**config.mk**
```make
export PLATFORM = sky130hd
export DESIGN_NAME = muldiv_unit
export DESIGN_NICKNAME = d
export VERILOG_FILES = /design/src/rtl/muldiv_pkg.sv /design/src/rtl/muldiv_unit_neg32.sv /design/src/rtl/muldiv_unit.sv
export SDC_FILE = /design/constraint.sdc
export NUM_CORES = 1
export LEC_CHECK = 0
export ABC_AREA = 1
export BUFFER_PORTS_ARGS = -buffer_cell sky130_fd_sc_hd__buf_4
export CAP_MARGIN = 15
export CORE_ASPECT_RATIO = 0.5
export CORE_MARGIN = 2
export CORE_UTILIZATION = 40
export CTS_CLUSTER_DIAMETER = 200
export DETAILED_ROUTE_END_ITERATION = 10
export PLACE_DENSITY = 0.54
export SYNTH_ARGS = -nofsm -noshare
export SYNTH_HDL_FRONTEND = slang
export SYNTH_SLANG_ARGS = --single-unit
```
**constraint.sdc**
```tcl
create_clock -name clk -period 8.3 [get_ports clk]
set_clock_uncertainty 0.1 [all_clocks]
set_input_delay 0.83 -clock clk [delete_from_list [all_inputs] [get_ports clk]]
set_output_delay 0.83 -clock clk [all_outputs]
set_load 0.01 [all_outputs]
```
**src/rtl/muldiv_pkg.sv**
```systemverilog
// Shared encodings and constants for the iterative multiply/divide unit.
package muldiv_pkg;
  localparam int W     = 32;
  localparam int ITERS = 32;
  localparam int CNT_W = 5;

  typedef enum logic [1:0] {
    OP_MULTU = 2'b00,
    OP_MULT  = 2'b01,
    OP_DIVU  = 2'b10,
    OP_DIV   = 2'b11
  } op_e;

  typedef enum logic [1:0] {
    S_IDLE = 2'b00,
    S_CALC = 2'b01,
    S_FIX  = 2'b10
  } state_e;

  function automatic logic op_is_signed(op_e o);
    return o[0];
  endfunction

  function automatic logic op_is_div(op_e o);
    return o[1];
  endfunction
endpackage

```
**src/rtl/muldiv_unit_neg32.sv**
```systemverilog
// Combinational 32-bit two's-complement negate.
module neg32
  import muldiv_pkg::*;
(
  input  logic [W-1:0] a,
  output logic [W-1:0] y
);
  assign y = ~a + W'(1);
endmodule

```
**src/rtl/muldiv_unit.sv**
```systemverilog
// Iterative 32x32 multiply/divide owning HI/LO: 32 magnitude steps then one
// sign-fix cycle, fixed 33-cycle latency.
module muldiv_unit
  import muldiv_pkg::*;
(
  input  logic         clk,
  input  logic         rst,
  input  logic         start,
  input  logic [1:0]   op,
  input  logic [W-1:0] A,
  input  logic [W-1:0] B,
  input  logic         hi_we,
  input  logic         lo_we,
  input  logic [W-1:0] wdata,
  output logic         busy,
  output logic         done,
  output logic [W-1:0] HI,
  output logic [W-1:0] LO
);
  state_e             state_q, state_d;
  logic               div_q, div_d;
  logic               sgn_q, sgn_d;
  logic               asgn_q, asgn_d;
  logic [W-1:0]       a_q, a_d, b_q, b_d, a_raw_q, a_raw_d;
  logic [2*W-1:0]     acc_q, acc_d;
  logic [CNT_W-1:0]   cnt_q, cnt_d;
  logic               busy_q, busy_d, done_q, done_d;
  logic [W-1:0]       hi_q, hi_d, lo_q, lo_d;

  logic [W-1:0] a_neg, b_neg, lo_neg, hi_neg;

  neg32 u_neg_a  (.a(A),              .y(a_neg));
  neg32 u_neg_b  (.a(B),              .y(b_neg));
  neg32 u_neg_lo (.a(acc_q[W-1:0]),   .y(lo_neg));
  neg32 u_neg_hi (.a(acc_q[2*W-1:W]), .y(hi_neg));

  // Multiply step: add multiplicand into the upper half, shift the whole
  // accumulator right; multiplier bits are consumed LSB-first from b_q.
  logic [W:0]   msum;
  // Divide step: remainder in the upper half, quotient bits enter the lower half.
  logic [W:0]   rem_sh;
  logic [W+1:0] diff;

  assign msum   = {1'b0, acc_q[2*W-1:W]} + (b_q[0] ? {1'b0, a_q} : {(W+1){1'b0}});
  assign rem_sh = {acc_q[2*W-1:W], a_q[W-1]};
  assign diff   = {1'b0, rem_sh} - {2'b00, b_q};

  always_comb begin
    state_d = state_q;
    div_d   = div_q;
    sgn_d   = sgn_q;
    asgn_d  = asgn_q;
    a_d     = a_q;
    b_d     = b_q;
    a_raw_d = a_raw_q;
    acc_d   = acc_q;
    cnt_d   = cnt_q;
    busy_d  = busy_q;
    done_d  = 1'b0;
    hi_d    = hi_q;
    lo_d    = lo_q;
    case (state_q)
      S_IDLE: begin
        if (hi_we) hi_d = wdata;
        if (lo_we) lo_d = wdata;
        if (start) begin
          div_d   = op_is_div(op_e'(op));
          sgn_d   = op_is_signed(op_e'(op)) & (A[W-1] ^ B[W-1]);
          asgn_d  = op_is_signed(op_e'(op)) & A[W-1];
          a_d     = (op_is_signed(op_e'(op)) && A[W-1]) ? a_neg : A;
          b_d     = (op_is_signed(op_e'(op)) && B[W-1]) ? b_neg : B;
          a_raw_d = A;
          acc_d   = '0;
          cnt_d   = '0;
          busy_d  = 1'b1;
          state_d = S_CALC;
        end
      end
      S_CALC: begin
        if (div_q) begin
          acc_d = diff[W+1] ? {rem_sh[W-1:0], acc_q[W-2:0], 1'b0}
                            : {diff[W-1:0],   acc_q[W-2:0], 1'b1};
          a_d   = a_q << 1;
        end else begin
          acc_d = {msum, acc_q[W-1:1]};
          b_d   = b_q >> 1;
        end
        cnt_d = cnt_q + CNT_W'(1);
        if (cnt_q == CNT_W'(ITERS - 1)) state_d = S_FIX;
      end
      S_FIX: begin
        if (div_q && b_q == '0) begin
          lo_d = '1;
          hi_d = a_raw_q;
        end else if (div_q) begin
          lo_d = sgn_q  ? lo_neg : acc_q[W-1:0];
          hi_d = asgn_q ? hi_neg : acc_q[2*W-1:W];
        end else if (sgn_q) begin
          lo_d = lo_neg;
          hi_d = (acc_q[W-1:0] == '0) ? hi_neg : ~acc_q[2*W-1:W];
        end else begin
          lo_d = acc_q[W-1:0];
          hi_d = acc_q[2*W-1:W];
        end
        busy_d  = 1'b0;
        done_d  = 1'b1;
        state_d = S_IDLE;
      end
      default: begin
        busy_d  = 1'b0;
        state_d = S_IDLE;
      end
    endcase
  end

  always_ff @(posedge clk or posedge rst) begin
    if (rst) begin
      state_q <= S_IDLE;
      div_q   <= 1'b0;
      sgn_q   <= 1'b0;
      asgn_q  <= 1'b0;
      a_q     <= '0;
      b_q     <= '0;
      a_raw_q <= '0;
      acc_q   <= '0;
      cnt_q   <= '0;
      busy_q  <= 1'b0;
      done_q  <= 1'b0;
      hi_q    <= '0;
      lo_q    <= '0;
    end else begin
      state_q <= state_d;
      div_q   <= div_d;
      sgn_q   <= sgn_d;
      asgn_q  <= asgn_d;
      a_q     <= a_d;
      b_q     <= b_d;
      a_raw_q <= a_raw_d;
      acc_q   <= acc_d;
      cnt_q   <= cnt_d;
      busy_q  <= busy_d;
      done_q  <= done_d;
      hi_q    <= hi_d;
      lo_q    <= lo_d;
    end
  end

  assign busy = busy_q;
  assign done = done_q;
  assign HI   = hi_q;
  assign LO   = lo_q;
endmodule

```
# [After elaboration in Yosys (flattened, before gate mapping)]
# Cells that the tools add are included.
# W data, S select, Z words.
[classes] mux=32 addsub=7 eq_ne=9 reduce_logical=16 bitwise_logic=8
[op_table] cell="$mux W32" n=16
[op_table] cell="$pmux W32 S2" n=4
[op_table] cell="$mux W64" n=3
[op_table] cell="$add A32 B1 Y32 const B" n=4
[op_table] cell="$not A32 Y32" n=4
[op_table] cell="$pmux W64 S2" n=1
[op_table] cell="$logic_not A32 Y1" n=2
[op_table] cell="$sub A33 B32 Y34" n=1
[op_table] cell="$add A32 B32 Y33" n=1
[op_table] cell="$ne A2 B2 Y1 const B" n=6
[op_table] cell="$reduce_and A2 Y1" n=6
[op_table] cell="$pmux W5 S2" n=1
[op_table] cell="$reduce_and A3 Y1" n=2
[op_table] cell="$add A5 B1 Y5 const B" n=1
[op_table] cell="$eq A5 B5 Y1 const B" n=1
[op_table] cell="$mux W5" n=1
[op_table] cell="$mux W2" n=2
[op_table] cell="$pmux W2 S2" n=1
[op_table] cell="$reduce_bool A2 Y1" n=2
[op_table] cell="$logic_and A1 B1 Y1" n=3
[op_table] cell="$and A1 B1 Y1" n=2
[op_table] cell="$eq A2 B1 Y1 const B" n=1
[op_table] cell="$eq A2 B2 Y1 const B" n=1
[op_table] cell="$logic_not A2 Y1" n=1
[op_table] cell="4 further kinds" n=5
[totals] elab_cells=85 reg_bits=236 input_bits=103

# [Logic depth before layout (Yosys ltp)]
# Gate-level depths: netlist of the first run.
[logic_depth] word_depth=7 ltp_mapped=21 depth_no_buf=19

# [Cells and area by module]
# Synthesis of the first run repeated with hierarchy kept, for this count alone.
[unflattened] hier_cells=3635 hier_area_um2=21956.1
[by_module_without_submodules] mod="muldiv_unit" cells_each=2887 instances=1 seq_area_each_um2=5905.7 area_per_inst_um2=18317.6
[by_module_without_submodules] mod="neg32" cells_each=187 instances=4 seq_area_each_um2=0.0 area_per_inst_um2=909.6

# [Worst setup path before layout of the first run]
# Ideal clock, no wire load.
[synth_timing] kind="flip-flop to flip-flop" startpoint="register b_q[0]" endpoint="register acc_q[47]" slack_ns=5.698 path_stages_with_launch=20 arrival_ns=2.381 setup_time_ns=0.121 path_cell_list="dfrtp_1 -> buf_2 -> clkbuf_1 -> nand2_1 -> inv_1 -> ha_1 -> inv_1 -> fa_1 -> inv_1 -> nand3_1 -> nand3_1 -> nand2_1 -> nand2_1 -> nand2_1 -> nand2_1 -> nand2_1 -> a21oi_1 -> o22ai_1 -> inv_1 -> nand2_1"
[synth_between] elab_chain_cells=4 word_cells_on_any_way=6 classes_between="add/sub (2); mux (4)"
[synth_rtl] item="start, declared" line_no="muldiv_unit.sv:24" text="logic [W-1:0] a_q, a_d, b_q, b_d, a_raw_q, a_raw_d;"
[synth_rtl] item="start signal, assigned" line_no="muldiv_unit.sv:123" text="b_q <= '0;"
[synth_rtl] item="start signal, assigned" line_no="muldiv_unit.sv:137" text="b_q <= b_d;"
[synth_rtl] item="$sub A33 B32 Y34 or $mux W32 (tied branches)" line_no="muldiv_unit.sv:46, muldiv_unit.sv:44"
[synth_rtl] item="$mux W64 or $add A32 B32 Y33 (tied branches)" line_no="muldiv_unit.sv:81, muldiv_unit.sv:44"
[synth_rtl] item="$mux W64 *" line_no="muldiv_unit.sv:80" text="if (div_q) begin"
[synth_rtl] item="$pmux W64 S2 *" line_no="muldiv_unit.sv:62" text="case (state_q)"
[synth_rtl] item="end signal, assigned" line_no="muldiv_unit.sv:125" text="acc_q <= '0;"
[synth_rtl] item="end signal, assigned" line_no="muldiv_unit.sv:139" text="acc_q <= acc_d;"
[synth_rtl] item="end, declared" line_no="muldiv_unit.sv:25" text="logic [2*W-1:0] acc_q, acc_d;"
# Mark *: on every way between the ends. The rest lies on a longest branch, timed or not.
# A chain may end at the register's enable or synchronous reset.

# [Worst setup path after layout of the first run]
[layout_timing] startpoint="register state_q[1]" endpoint="register b_q[0]"
[layout_between] elab_chain_cells=3 word_cells_on_any_way=7 classes_between="eq/ne (3); mux (1); reduce/logical (3)"
[layout_rtl] item="start, declared" line_no="muldiv_unit.sv:20" text="state_e state_q, state_d;"
[layout_rtl] item="start signal, assigned" line_no="muldiv_unit.sv:132" text="state_q <= state_d;"
[layout_rtl] item="$eq A2 B1 Y1 or $logic_not A2 Y1 (tied branches)" line_no="muldiv_unit.sv:62"
[layout_rtl] item="$ne A2 B2 Y1 (no line) or $reduce_bool A2 Y1 (tied branches)"
[layout_rtl] item="$reduce_and A3 Y1 (no line)"
# Parallel ways exist; a longest one is shown, timed or not.

==> results.md, run 1 <==
* Clock Tree Buf Depth at 3
* Crit path DAT at between 4000 and 5000 ps
* Clock latency on the worst-skew pair at 590 ps
* Top achievable clock speed at 0.249 GHz
* Post-CTS sizing at 0
* Flop and latch count out of synthesis at between 200 and 250
* Most common cell after layout, fill and taps aside: nand2_1
* Critical path endpoint category: flop
* Syn_area_per_cell at approximately 6.2 sq um
* Hold_buf cts at 0
* Critical path class: flop to flop
* Slew HR at between 20% and 30%
* Critical path's top delay family: buffers and inverters
* Clock-pin slew on the worst setup and hold paths at 70 ps
* TritonCTS clock tree: done
* Setup TNS at 0 ps
* Initial antenna violation count at 0
* Most frequent cells in the layout: nand2_1, nor2_1, inv_1
* Cell breakdown of the critical path: nor2_1 -> nand2_2 -> buf_4 -> inv_2 -> nor2_4 -> buf_4 -> inv_2 -> nand2_2 -> inv_2 -> o211ai_1 -> o21ai_0
* Placed Instance Area at 0.0215 sq mm
* Full die area at about 0.051 sq mm
* Critical path launch point type: flop
* Max-Cap Viols at 0
* Leakage at about 11 nW
* Critical path required time at 8640 ps
* Register area share after synthesis at between 20 and 30%
* 1st-iter DRT viols at around 1,900
* Routed len/inst at just over 20 um
* Die Width at approximately 320 um
* Final instance area at 0.0223 sq mm
* Inserted Diodes at 0
* Post-Syn Instances at between 3,000 and 4,000
* Number of clock sinks at about 240
* Core Region at around 0.05 sq mm
* Worst Tran Pin Value at 1080 ps
* Area grow syn2layout at 12.9%
* Worst vdd ir at around 0.19 mV
* Aggregate routed wire length at 79,900 um
* Cell mode on critical path: inv_2
* Share of cells above drive strength 1 at under 10%
* CTS H-tree lvls at 1
* Status: finished, final reports clean
* Final nets at 3,452
* RSZ-0062 raised after global routing: no
* Ports at 169
* First-pass GRT wire length at around 120,000 um
* Minimum clock period at between 4000 and 5000 ps
* Slowest cell on crit path: nand2_2
* Initial Util at 40.5%
* Post-synth EDFFs at 0
* Detailed Place HPWL at 62,300 um
* WP buf/inv at 5
* Net Count, Synth at ~3,400
* CP max stage delay at approximately 770 ps
* Post-DRT Antenna Nets at 0
* Number of port buffers at ~170
* Critical path fanouts, max at between 60 and 70
* Max-slew violations at 0
* Main synth FF type: dfrtp_1
* Vias in the first global route at 19,500
* Root Buffer: clkbuf_16
* Final setup viols at 0
* Maximum number of pins on one net before global-route repair at 155
* Final WS setup at between 4000 and 5000 ps
* # Post-CTS Setup Buffers at 0
* DRC viols at 0
* Synth unique cells at between 50 and 60
* Hold WC Path Type: primary input to async pin
* Post-synth ARST share at 100%
* Placement Setup Slack at around 4000 ps
* Mapped Area at slightly below 0.02 sq mm
* Vias at 21,200
* Ys Warns at 0
* Final Hold Viols at 0
* Vias per Instance at between 5 and 6
* Routability cong. at between 0.9 and 1
* First-pass iteration count of the detailed router at 6
* GRT overflow at 0
* Die H at ~160 um
* GRT Total Usage at a little under a third
* Pwr dens at 449 mW/mm^2
* Final period util at around 48%
* CTS buffer count at 25
* FP Rows at 57
flip-flops by register name, summed over array words and instances (netlist names):
register and flops:
acc_q 64, HI 32, LO 32, a_q 32, a_raw_q 32, b_q 32
cnt_q 5, state_q 2, asgn_q 1, busy 1, div_q 1, done 1
sgn_q 1
worst register-to-register path, delay by kind of cell, from the launching register on:
family / cells / cell delay, ps
AOI/OAI and AO/OA: 2 / 260
and+or+nand+nor: 4 / 1040
buffers and inverters: 5 / 1980
DFF: 1 / 500
final cells by class:
| type | instances | area [sq um] |
|---|---|---|
| inverters | 430 | 1620 |
| clock inverters | 5 | 65.1 |
| well taps | 649 | 812 |
| flip-flops and latches | 236 | 5910 |
| multi-input cells | 2399 | 11700 |
| fillers | 5282 | 26400 |
| clock buffers | 37 | 741 |
| repair buffers | 184 | 1390 |
cells by family after synthesis:
group                    Yosys count  synth area share [%]
AO/OA/AOI/OAI                    553                  15.7
AND/OR/NAND/NOR                 1718                  36.4
buffers and inverters            541                  10.7
adder cells (fa/ha/maj)           73                  4.71
XOR/XNOR                          55                  2.44
flip-flops                       236                  29.9
synth_stat cells, types with 26 or more instances:
cell type  count  area share [%]
ha_1          71             4.5
xor2_1        33             1.5
nor2_1       415             7.9
o21ai_1       51             1.3
nand3_1      253             6.4
clkbuf_1      64             1.2
inv_1        402             7.7
dfrtp_1      236              30
nand4_1       39             1.2
o221ai_1      39             1.7
o21ai_0      178             4.5
nor3_1        35            0.89
a21oi_1      210             5.3
inv_2         26            0.49
nand2_1      911              17
where the power goes:
part	leakage, nW	internal (mW)	switching, mW
Sequential	2.86	1.69	0.685
Clock	0.400	0.647	0.529
Combinational	8.17	2.07	4.37
Total	11.4	4.41	5.59
through the flow:
step | std cells | power, mW | hold slack, ps | util [%]
after floorplan | 3176 | 6.46 | 341 | -
after global placement | 3898 | 8.68 | 359 | 44.1
after detailed placement | 3898 | 8.71 | 367 | 44.1
after CTS | 3940 | 9.90 | 222 | 45.8
after global routing | 3940 | 10.8 | 242 | 45.8
final | 3940 | 10.0 | 176 | 45.8
metal layers:
metal / vias up / global-route usage [%] / part of all wire (%)
met4: 0 / 6.33 / 2.2
met3: 83 / 5.33 / 7.7
met2: 708 / 46.7 / 42
li1: 10500 / - / -
met1: 9949 / 45.2 / 48
met5: - / 0 / 0
final timing paths:
path | startpoint | end | slack, ps | cells past startpoint
max | state_q[1] | b_q[0] | 4280 | 11
min | rst | acc_q[6] | 180 | 2
max reg2reg | state_q[1] | b_q[0] | 4280 | 11
min reg2reg | LO[18] | LO[18] | 380 | 2
max in group asynchronous | rst | b_q[10] | 6510 | 3
min in group clk | LO[18] | LO[18] | 380 | 2
(Power assumes the default switching activity.)
==> run 2: changes to the inputs <==
--- a/config.mk
+++ b/config.mk
@@ -13,7 +13,7 @@
 export CORE_UTILIZATION = 40
 export CTS_CLUSTER_DIAMETER = 200
 export DETAILED_ROUTE_END_ITERATION = 10
-export PLACE_DENSITY = 0.54
+export PLACE_DENSITY = 0.56
 export SYNTH_ARGS = -nofsm -noshare
 export SYNTH_HDL_FRONTEND = slang
 export SYNTH_SLANG_ARGS = --single-unit
==> constraint.sdc (replaced) <==
create_clock -name clk -period 3.55 [get_ports clk]
set_clock_uncertainty 0.1 [all_clocks]
set_input_delay 0.355 -clock clk [delete_from_list [all_inputs] [get_ports clk]]
set_output_delay 0.355 -clock clk [all_outputs]
set_load 0.01 [all_outputs]
==> run 2 against run 1 <==
Flip-flop and latch count unchanged. Via count up 3.0%. Register-to-register slack worse by 4100 ps. Largest power group unchanged.
==> results.md, run 2 (same netlist as run 1, synthesis figures left out) <==
* Max-Cap Viols at 0 (unchanged)
* Clock-pin slew on the worst setup and hold paths at 60 ps (was 70 ps)
* Clock power share at 11.7% (was 11.8%)
* Vias per Instance at 5.44 (was 5.39)
* Setup TNS at 0 ps (unchanged)
* Minimum clock period at 3360 ps (was 4020 ps)
* First-pass iteration count of the detailed router at 6 (unchanged)
* Routed len/inst at 20.6 um (was 20.3 um)
* Vias at 21,800 (was 21,200)
* Final setup viols at 0 (unchanged)
* TritonCTS clock tree: done (unchanged)
* Pwr dens at 1050 mW/mm^2 (was 449 mW/mm^2)
* Root Buffer: clkbuf_16 (unchanged)
* Worst Tran Pin Value at 1110 ps (was 1080 ps)
* GRT Total Usage at 31.6% (was 30.6%)
* GRT overflow at 0 (unchanged)
* Slowest cell on crit path: dfrtp_1 (was nand2_2)
* Share of total power in combinational logic at 66.4% (was 64.5%)
* Clock Tree Buf Depth at 3 (unchanged)
* Die H at 161 um (unchanged)
* CTS H-tree lvls at 1 (unchanged)
* Critical path endpoint category: flop (unchanged)
* Number of port buffers at 168 (unchanged)
* Full die area at 0.0512 sq mm (unchanged)
* Detailed Place HPWL at 65,100 um (was 62,300 um)
* Share of cells above drive strength 1 at 10.3% (was 9.05%)
* Cell mode on critical path: nand2_1 (was inv_2)
* Die Width at 318 um (unchanged)
* Status: finished, final reports clean (unchanged)
* Inserted Diodes at 0 (unchanged)
* Top achievable clock speed at 0.298 GHz (was 0.249 GHz)
* Maximum number of pins on one net before global-route repair at 71 (was 155)
* Final Hold Viols at 0 (unchanged)
* Area grow syn2layout at 16.3% (was 12.9%)
* Switch Pwr at 13.2 mW (was 5.59 mW)
* Initial Util at 40.5% (unchanged)
* Final period util at 94.6% (was 48.4%)
* Largest register FFs at 64 (unchanged)
* Hold WC Path Type: primary input to flop (was primary input to async pin)
* Critical path required time at 3880 ps (was 8640 ps)
* Slew HR at 25.7% (was 27.7%)
* First-pass GRT wire length at 124,000 um (was 120,000 um)
* Sequential Power Share at 21.9% (was 23.8%)
* Post-DRT Antenna Nets at 0 (unchanged)
* Worst vdd ir at 0.490 mV (was 0.185 mV)
* DRC viols at 0 (unchanged)
* Largest Register: acc_q (unchanged)
* Switching fraction of total power at 55.1% (was 55.9%)
* Leakage at 11.8 nW (was 11.4 nW)
* # Post-CTS Setup Buffers at 0 (unchanged)
* Power Total at 24.0 mW (was 10.0 mW)
* Vias in the first global route at 20,300 (was 19,500)
* # fillers at 5,291 (was 5,282)
* Critical path launch point type: flop (unchanged)
* FP Rows at 57 (unchanged)
* Most frequent cells in the layout: nand2_1, nor2_1, inv_1 (unchanged)
* Ports at 169 (unchanged)
* Core Region at 0.0486 sq mm (unchanged)
* Max-slew violations at 0 (unchanged)
* RSZ-0062 raised after global routing: no (unchanged)
* Critical path class: flop to flop (unchanged)
* Aggregate routed wire length at 82,700 um (was 79,900 um)
* Final nets at 3,524 (was 3,452)
* Most common cell after layout, fill and taps aside: nand2_1 (unchanged)
* Routability cong. at 0.976 (was 0.978)
* Initial antenna violation count at 1 (was 0)
* 1st-iter DRT viols at 1,977 (was 1,919)
* Clock latency on the worst-skew pair at 590 ps (about the same)
* Cell breakdown of the critical path: ha_1 -> nand2_1 -> inv_1 -> nand2_1 -> nand2_1 -> a21oi_2 -> nand2_1 -> nand2_2 -> nand3_4 -> buf_4 -> nand2_2 -> o21ai_1 -> o21ai_1 -> nand3_1 (was nor2_1 -> nand2_2 -> buf_4 -> inv_2 -> nor2_4 -> buf_4 -> inv_2 -> nand2_2 -> inv_2 -> o211ai_1 -> o21ai_0)
* Critical path fanouts, max at 19 (was 63)
* Crit path DAT at 3690 ps (was 4360 ps)
* Number of clock sinks at 236 (unchanged)
* CP max stage delay at 640 ps (was 770 ps)
* Int Pwr at 10.8 mW (was 4.41 mW)
* CTS buffer count at 25 (unchanged)
* Post-CTS sizing at 0 (unchanged)
[run 2: changes by cell type in the layout (fill, tap and decap cells not counted), sizes merged]
| cell | previous run | this run |
|---|---|---|
| dlygate4sd3 | 0 | 21 |
| buf | 184 | 234 |
| bufinv | 1 | 2 |
| clkinvlp | 0 | 2 |
| inv | 429 | 428 |
| clkbuf | 37 | 39 |
| nand3 | 257 | 258 |
[run 2: what timing repair did]
| action | in CTS | in global routing |
|---|---|---|
| hold endpoints to repair | 39 | 0 |
| hold buffers | 21 | 0 |
| setup endpoints to repair | 0 | 1 |
[run 2: final timing paths]
path	start	to	slack, ps	cells after the start
min in group asynchronous	rst	LO[5]	230	3
worst max-delay path	acc_q[43]	acc_q[63]	190	14
worst max register to register	acc_q[43]	acc_q[63]	190	14
worst min-delay path	B[7]	b_q[7]	10	4
worst min register to register	a_raw_q[17]	a_raw_q[17]	380	2
max in group asynchronous	rst	HI[23]	2360	4
[run 2: critical path: cells and delay by family (launching register included)]
family | cells | cell delay (ps)
AND/OR/NAND/NOR | 8 | 1000
AO/OA/AOI/OAI | 3 | 750
flip-flops | 1 | 640
adder cells (fa/ha/maj) | 1 | 380
buffers and inverters | 2 | 350
[run 2: power groups by stage]
stage / combinational [mW] / clock, mW / sequential (mW)
3_3_place_gp: 15.6 / 0 / 5.27
6_report: 15.9 / 2.81 / 5.26
5_1_grt: 17.6 / 2.96 / 5.39
4_1_cts: 15.7 / 2.84 / 5.23
3_5_place_dp: 15.6 / 0 / 5.26
2_1_floorplan: 10.1 / 0 / 5.00
[run 2: final cells by class]
type / count / area (sq um) / area share [%]
tap: 649 / 812 / 3.54
sequential: 236 / 5910 / 25.7
timing repair buffer: 255 / 2040 / 8.90
inverter: 430 / 1620 / 7.05
clock inverter: 7 / 103 / 0.447
clock buffer: 39 / 728 / 3.17
multi-input combinational: 2400 / 11700 / 51.2
[run 2: metrics by stage]
stage | std cells | cell area [sq um] | util, % | setup WS [ps] | hold slack, ps
detailed placement | 3948 | 21900 | 45.0 | 205 | 273
floorplan | 3176 | 19700 | - | 3.12 | 341
global placement | 3948 | 21900 | 45.0 | 195 | 271
global route | 4016 | 22900 | 47.2 | 50.7 | 14.1
finish | 4016 | 22900 | 47.2 | 193 | 9.98
CTS | 4015 | 22900 | 47.2 | 214 | 0.0465
[run 2: layer usage]
layer / vias up / part of all wire, % / routed length (um) / track usage [%]
met5: - / 0.016 / 13 / 0
met4: 2 / 2.2 / 1800 / 6.70
met3: 101 / 7.8 / 6420 / 5.34
met2: 820 / 43 / 35700 / 49.2
met1: 10300 / 47 / 38800 / 45.9
li1: 10600 / - / - / -
